`src/rtl/fifo_burst_reader.sv`:
```
`timescale 1ns/1ps
// fifo_burst_reader
// Drains an upstream show-ahead FIFO in bursts. A full burst of BURST_LEN words
// starts as soon as enough words are present. If fewer are present, a partial
// burst is flushed after the FIFO has been non-empty for TIMEOUT cycles.
// Output words come straight from the FIFO head, with no added latency.
//
// Ports:
//   clk, rst      sole clock, synchronous active-high reset
//   fifo_rdempty  upstream FIFO empty
//   fifo_rdusedw  upstream FIFO occupancy
//   fifo_q        upstream FIFO head word
//   fifo_rdreq    pop the head word (an accepted output beat)
//   out_valid, out_ready, out_data
//                 downstream valid/ready word stream
//   out_sop       first word of a burst
//   out_eop       last word of a burst
//   out_len       word count of the current burst
//   burst_count   number of completed bursts (wraps)
module fifo_burst_reader #(
  parameter int WIDTH     = 32,
  parameter int LOG_DEPTH = 10,
  parameter int BURST_LEN = 16,
  parameter int TIMEOUT   = 256
) (
  input  logic                 clk,
  input  logic                 rst,
  input  logic                 fifo_rdempty,
  input  logic [LOG_DEPTH:0]   fifo_rdusedw,
  input  logic [WIDTH-1:0]     fifo_q,
  output logic                 fifo_rdreq,
  output logic                 out_valid,
  input  logic                 out_ready,
  output logic [WIDTH-1:0]     out_data,
  output logic                 out_sop,
  output logic                 out_eop,
  output logic [LOG_DEPTH:0]   out_len,
  output logic [31:0]          burst_count
);

  localparam int CW = LOG_DEPTH + 1;
  localparam int TW = (TIMEOUT > 1) ? $clog2(TIMEOUT) : 1;
  localparam logic [CW-1:0] BLEN  = CW'(BURST_LEN);
  localparam logic [TW-1:0] TLAST = TW'(TIMEOUT - 1);

  typedef enum logic {IDLE, BURST} state_t;

  state_t        state;
  logic [TW-1:0] timer;
  logic [CW-1:0] remaining;
  logic [CW-1:0] len_r;

  logic full_rdy;
  logic tmo_rdy;

  assign full_rdy = (fifo_rdusedw >= BLEN);
  // A lagging usedw of 0 holds off the flush, so a burst length is never 0.
  assign tmo_rdy  = !fifo_rdempty && (timer == TLAST) && (fifo_rdusedw != '0);

  // The output is qualified by !rst so that no word is popped on the reset edge.
  // Any unread words then stay in the FIFO for a later burst.
  assign out_valid  = (state == BURST) && !fifo_rdempty && !rst;
  assign fifo_rdreq = out_valid && out_ready;
  assign out_data   = fifo_q;
  assign out_sop    = out_valid && (remaining == len_r);
  assign out_eop    = out_valid && (remaining == CW'(1));
  assign out_len    = len_r;

  always_ff @(posedge clk) begin
    if (rst) begin
      state       <= IDLE;
      timer       <= '0;
      remaining   <= '0;
      len_r       <= '0;
      burst_count <= '0;
    end else begin
      case (state)
        IDLE: begin
          if (full_rdy) begin
            state     <= BURST;
            len_r     <= BLEN;
            remaining <= BLEN;
            timer     <= '0;
          end else if (tmo_rdy) begin
            // The full-burst branch has lost, so usedw < BURST_LEN here and
            // min(usedw, BURST_LEN) is simply usedw.
            state     <= BURST;
            len_r     <= fifo_rdusedw;
            remaining <= fifo_rdusedw;
            timer     <= '0;
          end else if (fifo_rdempty) begin
            timer <= '0;
          end else if (timer != TLAST) begin
            // The timer saturates while a lagging usedw defers the flush.
            timer <= timer + 1'b1;
          end
        end
        BURST: begin
          if (fifo_rdreq) begin
            remaining <= remaining - 1'b1;
            if (remaining == CW'(1)) begin
              state       <= IDLE;
              burst_count <= burst_count + 32'd1;
            end
          end
        end
        default: state <= IDLE;
      endcase
    end
  end

endmodule

```
`config.mk`:
```
export PLATFORM = sky130hd
export DESIGN_NAME = fifo_burst_reader
export DESIGN_NICKNAME = d
export VERILOG_FILES = /design/src/rtl/fifo_burst_reader.sv
export SDC_FILE = /design/constraint.sdc
export NUM_CORES = 1
export LEC_CHECK = 0
export ABC_AREA = 1
export ABC_CLOCK_PERIOD_IN_PS = 2900
export CAP_MARGIN = 20
export CORE_ASPECT_RATIO = 1.1
export CORE_MARGIN = 1
export CORE_UTILIZATION = 36
export DETAILED_ROUTE_END_ITERATION = 8
export GPL_TIMING_DRIVEN = 0
export HOLD_SLACK_MARGIN = 0.08
export PLACE_DENSITY = 0.67
export SYNTH_ARGS = -nofsm -noshare
export SYNTH_HDL_FRONTEND = slang
export SYNTH_SLANG_ARGS = --single-unit
```
`constraint.sdc`:
```
create_clock -name clk -period 2.9 [get_ports clk]
set_input_delay 0.58 -clock clk [delete_from_list [all_inputs] [get_ports clk]]
set_output_delay 0.58 -clock clk [all_outputs]
set_load 0.05 [all_outputs]
```
# Yosys cells after proc, flatten, opt, wreduce, memory -nomap -nowiden
# Index checks and enable logic that the tools add are counted.
[word_totals]
ff_bits = 63
input_bits = 47
out_inout_bits = 79
[classes]
add_sub_neg = 3
order_cmp = 1
eq_ne = 6
mux = 13
n_bitwise = 1
n_reduce_logical = 16
[op_table]
columns = ["op", "count"]
rows = [
  ["$mux W11", 3],
  ["$add A32 B1 Y32 const B", 1],
  ["$mux W8", 4],
  ["$pmux W11 S2", 1],
  ["$eq A11 B1 Y1 const B", 1],
  ["$eq A11 B11 Y1", 1],
  ["$ge A11 B5 Y1 const B", 1],
  ["$reduce_bool A11 Y1", 1],
  ["$sub A11 B1 Y11 const B", 1],
  ["$add A8 B1 Y8 const B", 1],
  ["$eq A8 B8 Y1 const B", 1],
  ["$ne A8 B8 Y1 const B", 1],
  ["$logic_and A1 B1 Y1", 7],
  ["$reduce_and A2 Y1", 3],
  ["$mux W1", 4],
  ["$reduce_bool A4 Y1", 1],
  ["$ne A3 B3 Y1 const B", 1],
  ["$reduce_and A3 Y1", 1],
  ["$logic_not A1 Y1", 2],
  ["$ne A2 B2 Y1 const B", 1],
  ["$pmux W1 S2", 1],
  ["$reduce_bool A2 Y1", 1],
  ["$not A1 Y1", 1],
]

# Longest topological paths before layout
[logic_depth]
ltp_word = 6
depth_mapped = 10

# Worst setup path after synthesis
# Ideal clock, no wire load.
[synth_timing]
path_kind = "input port to output port"
startpoint = "input rst"
endpoint = "output out_eop"
arrival_time_ns = 2.633
slack_ns = -0.313
stages = 5
n_path_buf = 0
cell_sequence = "inv_2 -> nand2_2 -> nor2_4 -> inv_1 -> nor4_1"
[synth_between]
elab_chain_cells = 3
[synth_rtl]
columns = ["item", "line_no", "source"]
rows = [
  ["start, declared", "27", "input logic rst,"],
  ["$logic_not A1 Y1", "62", "assign out_valid = (state == BURST) && !fifo_rdempty && !rst;"],
  ["$logic_and A1 B1 Y1", "62", ""],
  ["via out_valid", "32", "output logic out_valid,"],
  ["$logic_and A1 B1 Y1", "66", "assign out_eop = out_valid && (remaining == CW'(1));"],
  ["end, declared", "36", "output logic out_eop,"],
]
# The timed path passes the listed nets, and every way through them passes these cells.

# Worst setup path after layout
[layout_timing]
startpoint = "input rst"
endpoint = "output out_sop"
[layout_between]
elab_chain_cells = 3
[layout_rtl]
columns = ["item", "line_no", "source"]
rows = [
  ["$logic_not A1 Y1", "62", ""],
  ["$logic_and A1 B1 Y1", "62", ""],
  ["$logic_and A1 B1 Y1", "65", "assign out_sop = out_valid && (remaining == len_r);"],
  ["end, declared", "35", "output logic out_sop,"],
]
# Every way passes these cells.

==> metrics.yaml <==
outcome: "finished, final reports clean"
dpl_worst_slack_ps: -558
p_seq_share_pct: 37.8
wl_mm: 11.4
synth_compound_area_share_pct: 9.20
synthMuxAreaShare_pct: 0
timing.final.crit_share_pct: 95.1
rows: 40
grt_setup_unrepaired: "false"
switchingPower_mw: 0.784
grt_pass1_vias: 3933
power_density_nw_per_um2: 463
clock-root-buffer: "clkbuf_16"
core_area_um2: 10900
fin_cells: 897
ys.warnings.count: 0
initial_core_util_pct: 36.9
ys_types: 32
clock_sinks: 63
fmax_mhz: 363
path_delay_family: "buffers and inverters"
drv_slew: 0
worstSetupPathType: "in -> out"
critPathRequiredTime_ps: 2320
start_kind: "primary input"
worst_pin_slew_ps: 556
drv_cap: 0
setup_viol: 0
grt_pass1_wl_mm: 18.1
io_pins: 126
ctsHtreeMaxLevel: 3
grt_overflow: 0
rr_worst_depth: 10
netlist_top_cells_area: "dfxtp_1, nand2_1, nor2_1"
synth_xor_area_share_pct: 4.79
relSlewSlack_pct: 62.9
track_usage_pct: 20.1
hold_buffers: 0
syn_area_um2: 4030
clockBufferDepth: 2
grt_max_degree: 11
syn2layout_area_growth_pct: 34.3
hold_viol: 0
fin_crit_ps: 2760
drc: 0
dp.cells: 881
mostFrequentLayoutCell: "nand2_1"
cts_inserted_buffers: 9
gp_congestion: 0.907
worstSetupEndpointType: "output pin"
path_cells: "clkdlybuf4s50_1 > inv_4 > nand2_2 > nor2_4 > inv_1 > nor4_1 > nand2_1 > nor2_1 > buf_4"
hold_slack_ps: 458
die_area_um2: 11600
synth_top_family_by_area: "simple AND/OR/NAND/NOR gates"
min_path_cells: 2
syn-instance-count: 641
cp_data_arrival_time_ps: 2180
antenna_cells: 0
ys_ff_latch: 63
power_mw: 2.50
multi_input_area_um2: 2290
max_stage_delay_ps: 490
firstDrtPassIters: 5
fillerInstances: 1122
skew_ps: 7.25
place_area_um2: 5150
die_w_um: 103
path_depth: 9
post_synth.cell_area_avg_um2: 6.28
power.static_leakage_nw: 2.02
dp_hpwl_mm: 8.79
crit_fanout: 6
irDropWorstVdd_mv: 0.265
fin_area_um2: 5410
num-nets-final: 797
ys_seq_area_share_pct: 31.3
drt_iter0_markers: 268
p_clk_share_pct: 38.7
cts_tree: "yes"
yosysTopAreaCellShare_pct: 31.3
synth_fp_nets: 692
synthSimpleGateAreaFrac_pct: 41.4
p_int_mw: 1.72
detailroute.via_count: 4358
path_buf_inv: 4
grt_antenna_before_repair: 0
setup_ws_ps: 141
fin_tns_setup_ps: 0
die_h_um: 113
portBuffers: 93
cts.clk_slew.worst_paths_ps: 50
seqCellArea_um2: 1260
synth_top_area_cell: "dfxtp_1"
synth-adder-area-share_pct: 1.24
holdCritPathClass: "reg -> reg"
cp_slowest_cell: "clkdlybuf4s50_1"
viasPerCell: 4.86
clk_latency_ps: 330
antenna_left: 0
final_core_util_pct: 49.5
mostFrequentLayoutCells: "nand2_1, nor2_1, clkdlybuf4s50_1, dfxtp_1, a21oi_1"
swShare_pct: 31.3
combPwrFrac_pct: 23.5
drive_above_1_share_pct: 9.60
routedWlPerCell_um: 12.7
==> worst paths after layout <==
check / from / to / slack [ps]
setup reg to reg: burst_count[0] / burst_count[28] / 950
hold / removal: out_len[10] / out_len[10] / 460
hold reg to reg: out_len[10] / out_len[10] / 460
setup / recovery: rst / out_sop / 140
==> registers in the layout, indices dropped and copies added (netlist names) <==
name,count
out_len,11
timer,8
burst_count,32
remaining,11
state,1
==> repair_timing <==
| action | 4_1_cts | 5_1_grt |
|---|---|---|
| endpoints found under the setup margin | 4 | 3 |
| buffers inserted | 0 | 2 |
| gates resized for setup | 14 | 3 |
| pin swaps | 0 | 0 |
==> power groups by stage <==
stage	Sequential, mW	Combinational (mW)	Clock [mW]
after floorplan	0.959	0.430	0
after global placement	0.962	0.570	0
after detailed placement	0.962	0.583	0
after CTS	0.945	0.584	0.983
after global routing	0.949	0.645	1.02
final	0.946	0.589	0.968
==> cells in the mapped netlist <==
cell	number
nand2_1	208
nor2_1	103
dfxtp_1	63
a21oi_1	45
inv_1	39
buf_4	33
nand3_1	31
o21ai_0	20
xor2_1	16
nand3b_1	15
nor3_1	10
clkbuf_1	9
xnor2_1	6
nand2_2	5
nand4_1	5
ha_1	4
and3_1	3
buf_6	3
o21bai_1	3
or2_2	3
buf_2	2
inv_2	2
nor2_2	2
nor2_4	2
nor4_1	2
a21o_1	1
a221oi_1	1
clkinv_2	1
nand3_2	1
nand3_4	1
nor2b_1	1
o22ai_1	1
==> tightest hold or removal path: stages (launching register included) <==
cell and delay [ps]:
dfxtp_1 330, inv_1 50, nor2_1 30
==> final cells by class <==
| cell class | instances | share of cell area (%) |
|---|---|---|
| Multi-Input combinational cell | 489 | 42.3 |
| Sequential cell | 63 | 23.3 |
| Timing Repair Buffer | 95 | 17.2 |
| Buffer | 46 | 5.95 |
| Clock buffer | 14 | 4.70 |
| Tap cell | 147 | 3.40 |
| Inverter | 42 | 2.99 |
| Clock inverter | 1 | 0.0926 |
==> cell families (layout without fill, tap and decap cells) <==
kind of cell	Yosys count	count (layout)
simple gates	392	392
buf+inv	89	198
compound gates	71	71
flops	63	63
xor+xnor	22	22
fa+ha+maj	4	4
==> layer usage <==
layer	wire (um)	GRT usage [%]	part of all wire, %
met2	5480	33.7	48
met1	4960	24.5	44
met4	271	8.64	2.4
met5	0	0	0
met3	679	4.20	6.0
Note: power is estimated with default switching activity, not from simulation.
